[config.mk]
export PLATFORM = sky130hd
export DESIGN_NAME = step_rate_seq
export DESIGN_NICKNAME = d
export VERILOG_FILES = /design/src/rtl/step_rate_seq.sv
export SDC_FILE = /design/constraint.sdc
export NUM_CORES = 1
export LEC_CHECK = 0
export ABC_AREA = 1
export CAP_MARGIN = 30
export CORE_MARGIN = 2
export CORE_UTILIZATION = 53
export CTS_CLUSTER_DIAMETER = 60
export DETAILED_ROUTE_END_ITERATION = 16
export HOLD_SLACK_MARGIN = 0.1
export PLACE_DENSITY = 0.81
export SLEW_MARGIN = 20
export SYNTH_ARGS = -nofsm -noshare
export SYNTH_HDL_FRONTEND = slang
export SYNTH_SLANG_ARGS = --single-unit
[constraint.sdc]
create_clock -name clk -period 5 [get_ports clk]
set_input_delay 1 -clock clk [delete_from_list [all_inputs] [get_ports clk]]
set_output_delay 1 -clock clk [all_outputs]
set_load 0.005 [all_outputs]
[src/rtl/step_rate_seq.sv]
// Converts a signed steps/s velocity into a step/dir pulse train, fetching
// each period as CLK_FREQ/|speed| from an external shared 32x32 divider.
module step_rate_seq #(
  parameter int CLK_FREQ    = 50000000,
  parameter int MIN_PERIOD  = 64,
  parameter int PULSE_WIDTH = 4
) (
  input  logic        clk,
  input  logic        rst,
  input  logic        enable,
  input  logic [31:0] in_speed,
  output logic        div_start,
  output logic [31:0] div_dividend,
  output logic [31:0] div_divisor,
  output logic        div_is_dividend_signed,
  output logic        div_is_truncate_16,
  input  logic [31:0] div_out,
  input  logic [1:0]  div_state,
  output logic        step,
  output logic        dir,
  output logic [31:0] period
);

  typedef enum logic [1:0] {D_IDLE, D_REQ, D_REL} dstate_e;

  localparam logic [1:0]  DS_IDLE = 2'd0;
  localparam logic [1:0]  DS_DONE = 2'd2;
  localparam logic [31:0] MIN_P   = 32'(MIN_PERIOD);
  localparam int          PW_W    = $clog2(PULSE_WIDTH + 1);
  localparam logic [PW_W-1:0] PW_LOAD = PW_W'(PULSE_WIDTH);

  dstate_e         state_q, state_d;
  logic            div_start_q, div_start_d;
  logic [31:0]     divisor_q, divisor_d;
  logic            samp_dir_q, samp_dir_d;
  logic [31:0]     nxt_period_q, nxt_period_d;
  logic            nxt_dir_q, nxt_dir_d;
  logic [31:0]     period_q, period_d;
  logic [31:0]     cnt_q, cnt_d;
  logic            dir_q, dir_d;
  logic            step_q, step_d;
  logic [PW_W-1:0] pw_q, pw_d;

  logic [31:0] abs_speed;
  logic        boundary;

  assign abs_speed = in_speed[31] ? (~in_speed + 32'd1) : in_speed;

  // The sign travels with the quotient so dir and period always switch together.
  always_comb begin
    state_d      = state_q;
    div_start_d  = div_start_q;
    divisor_d    = divisor_q;
    samp_dir_d   = samp_dir_q;
    nxt_period_d = nxt_period_q;
    nxt_dir_d    = nxt_dir_q;
    case (state_q)
      D_IDLE: begin
        if (enable && div_state == DS_IDLE) begin
          divisor_d  = abs_speed;
          samp_dir_d = in_speed[31];
          if (abs_speed == 32'd0) begin
            nxt_period_d = 32'd0;
          end else begin
            state_d     = D_REQ;
            div_start_d = 1'b1;
          end
        end
      end
      D_REQ: begin
        if (div_state == DS_DONE) begin
          nxt_period_d = (div_out < MIN_P) ? MIN_P : div_out;
          nxt_dir_d    = samp_dir_q;
          div_start_d  = 1'b0;
          state_d      = D_REL;
        end
      end
      D_REL: begin
        if (div_state == DS_IDLE) state_d = D_IDLE;
      end
      default: state_d = D_IDLE;
    endcase
    if (!enable) nxt_period_d = 32'd0;
  end

  assign boundary = (period_q == 32'd0) ? (nxt_period_q != 32'd0) : (cnt_q == 32'd0);

  // step is delayed one cycle behind the boundary so dir settles first.
  always_comb begin
    period_d = period_q;
    cnt_d    = cnt_q;
    dir_d    = dir_q;
    pw_d     = pw_q;
    step_d   = (pw_q != '0);
    if (pw_q != '0) pw_d = pw_q - 1'b1;
    if (boundary) begin
      period_d = nxt_period_q;
      if (nxt_period_q != 32'd0) begin
        cnt_d = nxt_period_q - 32'd1;
        dir_d = nxt_dir_q;
        pw_d  = PW_LOAD;
      end else begin
        cnt_d = 32'd0;
      end
    end else if (period_q != 32'd0) begin
      cnt_d = cnt_q - 32'd1;
    end
  end

  always_ff @(posedge clk or posedge rst) begin
    if (rst) begin
      state_q      <= D_IDLE;
      div_start_q  <= 1'b0;
      divisor_q    <= 32'd0;
      samp_dir_q   <= 1'b0;
      nxt_period_q <= 32'd0;
      nxt_dir_q    <= 1'b0;
      period_q     <= 32'd0;
      cnt_q        <= 32'd0;
      dir_q        <= 1'b0;
      step_q       <= 1'b0;
      pw_q         <= '0;
    end else begin
      state_q      <= state_d;
      div_start_q  <= div_start_d;
      divisor_q    <= divisor_d;
      samp_dir_q   <= samp_dir_d;
      nxt_period_q <= nxt_period_d;
      nxt_dir_q    <= nxt_dir_d;
      period_q     <= period_d;
      cnt_q        <= cnt_d;
      dir_q        <= dir_d;
      step_q       <= step_d;
      pw_q         <= pw_d;
    end
  end

  assign div_start              = div_start_q;
  assign div_dividend           = 32'(CLK_FREQ);
  assign div_divisor            = divisor_q;
  assign div_is_dividend_signed = 1'b0;
  assign div_is_truncate_16     = 1'b0;
  assign step                   = step_q;
  assign dir                    = dir_q;
  assign period                 = period_q;

endmodule

==> summary.md <==
| Metric | Value |
|---|---|
| Status | `complete, no violations` |
| Synth async-reset ratio | `100%` |
| Initial antenna violation count | `0` |
| Leak Pwr | `5.41 nW` |
| Chip width | `132 um` |
| Number of enable flip-flop cells after synthesis | `0` |
| Sequential-to-total area share from yosys stat | `39.5%` |
| Area Overhead vs Synth | `22.9%` |
| Min cycle time layout | `roughly 3400 ps` |
| Root Driver | `clkbuf_16` |
| RSZ-0062 raised after global routing | `no` |
| Hold_sp | `div_divisor[5]$_DFFE_PP0P_` |
| I/O Buffers | `135` |
| Routed length per instance | `15.4 um` |
| CP Capture Type | `flop` |
| GRT overflow | `0` |
| GR Util met3 | `roughly 4.4%` |
| Most instantiated library cell after synthesis | `nand2_1` |
| Critical path class | `primary input to flop` |
| ANT cells | `0` |
| Clock transition at the registers of the reported paths | `around 60 ps` |
| Postcts setup bufs | `0` |
| Startpoint types | `primary input` |
| Top FF cell, synth | `dfrtp_1` |
| Maximum net fanout on the critical path | `32` |
| DIE AREA | `17500 um2` |
| Met1 GRT Util | `41.9%` |
| Worst skew pair latency | `430 ps` |
| CTS Buf Count | `17` |
| TNS Setup | `0 ps` |
| Mapped cell area | `8740 um2` |
| First-pass iteration count of the detailed router | `9` |
| Final setup viols | `0` |
| Core area | `16000 um2` |
| Synth Warn # | `0` |
| Setup ws final | `1640 ps` |
| # rows | `46` |
| Synth top area share | `between 30 and 40%` |
| PwrDens | `542 nW/um2` |
| Hold_buf cts | `0` |
| DP HPWL | `18500 um` |
| Io pins | `170` |
| Hold WC Path Type | `flop to flop` |
| Drc violations | `0` |
| Syn Area/Cell | `approximately 6.9 um2` |
| Arrival time worst endpoint | `between 3000 and 4000 ps` |
| Dpl cells | `1575` |
| Clk buf depth | `2` |
| Gpl congestion | `0.929` |
| Fin. max-slew vios | `0` |
| Initial Utilization | `54.6%` |
| Final Hold Fails | `0` |
| Fill cell count | `1394` |
| Via count of the first global-routing pass | `7989` |
| Mapped Cells | `between 1000 and 1500` |
| Reg-to-Reg Start | `cnt_q[0]$_DFFE_PP0P_` |
| Final antenna-violating net count | `0` |
| Layout cells sized above 1 | `4.60%` |
| Critical Path Start | `in_speed[31]` |
| Synth area leaders | `dfrtp_1, nand2_1, nor2_1` |
| Final Cycle Share | `67.1%` |
| Largest net degree at the start of global routing | `78` |
| # nets final | `1453` |
| Required @ worst endpoint | `roughly 5300 ps` |
| Vias per cell | `5.37` |
| GRT busiest layer | `met2` |
| Maximum VDD drop | `0.384 mV` |
| Synth unique cells | `43` |
| Met2 usage | `between 40% and 50%` |
| Fmax | `298 MHz` |
| Synth area leader | `dfrtp_1` |
| Pre-CTS setup slack | `1290 ps` |
| Fin cells | `1608` |
| Post-CTS sizing | `0` |
| Rel. slew slack | `41.3%` |
| First-pass GRT wire length | `40200 um` |
| Final Skew | `between 10 and 15 ps` |
| CTS sink count | `138` |
| Final total power | `approximately 5.8 mW` |
| Vias | `8627` |
| Max cap viols | `0` |
| Total length of routed wires | `between 20000 and 25000 um` |
| Die H | `~130 um` |
| Total GRT Usage | `28.7%` |
| Top cells by count, synth | `nand2_1, nor2_1, dfrtp_1` |
| H-Tree Depth | `4` |
| FF+latch count, synth | `138` |
| Initial DRC count | `760` |
| CTS tree | `built` |
| Slew @ Worst Pin | `880 ps` |
==> worst max-delay path, stage by stage <==
cell	delay, ps
clkdlybuf4s50_1	850
inv_1	280
nor2_1	190
xor2_1	200
nand2_1	70
nor2_1	100
nand3_1	110
nor2_1	120
nand2_1	70
nor2_1	130
nand4_1	100
buf_4	250
nand4_1	120
nand2_1	70
==> cells by family after synthesis <==
family                   count (synthesis)  synth area share [%]
flip-flops                             138                  39.5
AO/OA/AOI/OAI                          106                  6.69
AND/OR/NAND/NOR                        765                  37.2
buffers and inverters                  188                  10.3
XOR/XNOR                                53                  5.31
multiplexers                             1                 0.129
adder cells (fa/ha/maj)                  5                 0.716
other                                    2                0.0859
==> routing by layer <==
layer / wire length [um] / vias to the layer above
li1: - / 4209
met1: 11200 / 3991
met2: 11300 / 383
met3: 1790 / 44
met4: 535 / 0
met5: 0 / -
==> where the power goes <==
| group | leakage [nW] | internal, mW | switching [mW] | total, mW |
|---|---|---|---|---|
| clock network | 0.296 | 0.755 | 0.550 | 1.30 |
| logic | 3.32 | 1.06 | 1.75 | 2.80 |
| registers | 1.80 | 1.46 | 0.256 | 1.71 |
| total | 5.41 | 3.27 | 2.55 | 5.82 |
==> placed cells by master, fill, tap and decap left out, types with 2 or more instances in the layout <==
cell	count
dfrtp_1	138
nor2_1	164
ha_1	5
buf_4	7
nor2_4	2
nand3b_1	5
xnor2_1	8
o22a_1	2
o21ai_1	13
a31oi_1	11
nand3_1	64
o31ai_1	2
inv_1	109
conb_1	34
clkdlybuf4s50_1	135
nand2_2	3
inv_2	2
xor2_1	45
bufinv_16	2
inv_6	6
o21ai_0	59
nor3_1	7
inv_8	2
buf_16	2
nor4_1	15
nor2_2	7
clkbuf_16	17
o22ai_1	4
nand4_1	54
or2_1	2
clkinv_4	3
a21boi_0	3
a21oi_1	8
nand2_1	436
==> state kept, by name (all words and copies together) (netlist names) <==
name          flops
cnt_q            32
dir               1
div_divisor      32
div_start         1
nxt_dir_q         1
nxt_period_q     32
period           32
pw_q              3
samp_dir_q        1
state_q           2
step              1
==> final timing paths <==
kind	slack, ps	cells past startpoint	to
max	1640	14	nxt_period_q[11]$_DFFE_PP0P_
min reg2reg	480	2	div_divisor[5]$_DFFE_PP0P_
min	480	2	div_divisor[5]$_DFFE_PP0P_
min in group asynchronous	1070	2	div_divisor[9]$_DFFE_PP0P_
max reg2reg	1760	15	cnt_q[27]$_DFFE_PP0P_
max in group asynchronous	2970	3	period[30]$_DFFE_PP0P_
==> layout make-up <==
class	count	area, um2	share of cell area (%)
multi-input cells	964	4500	41.9
flip-flops and latches	138	3450	32.2
repair buffers	145	1470	13.7
inverters	113	432	4.02
clock buffers	17	425	3.96
well taps	216	270	2.52
clock inverters	15	181	1.69
==> metrics by stage <==
| stage | area (um2) | hold slack (ps) | utilization (%) |
|---|---|---|---|
| 6_report | 10700 | 478 | 67.1 |
| 5_1_grt | 10700 | 495 | 67.1 |
| 4_1_cts | 10700 | 483 | 67.0 |
| 3_5_place_dp | 10100 | 465 | 63.2 |
| 3_3_place_gp | 10100 | 454 | 62.9 |
| 2_1_floorplan | 8860 | 436 | - |
Note: power is estimated with default switching activity, not from simulation.
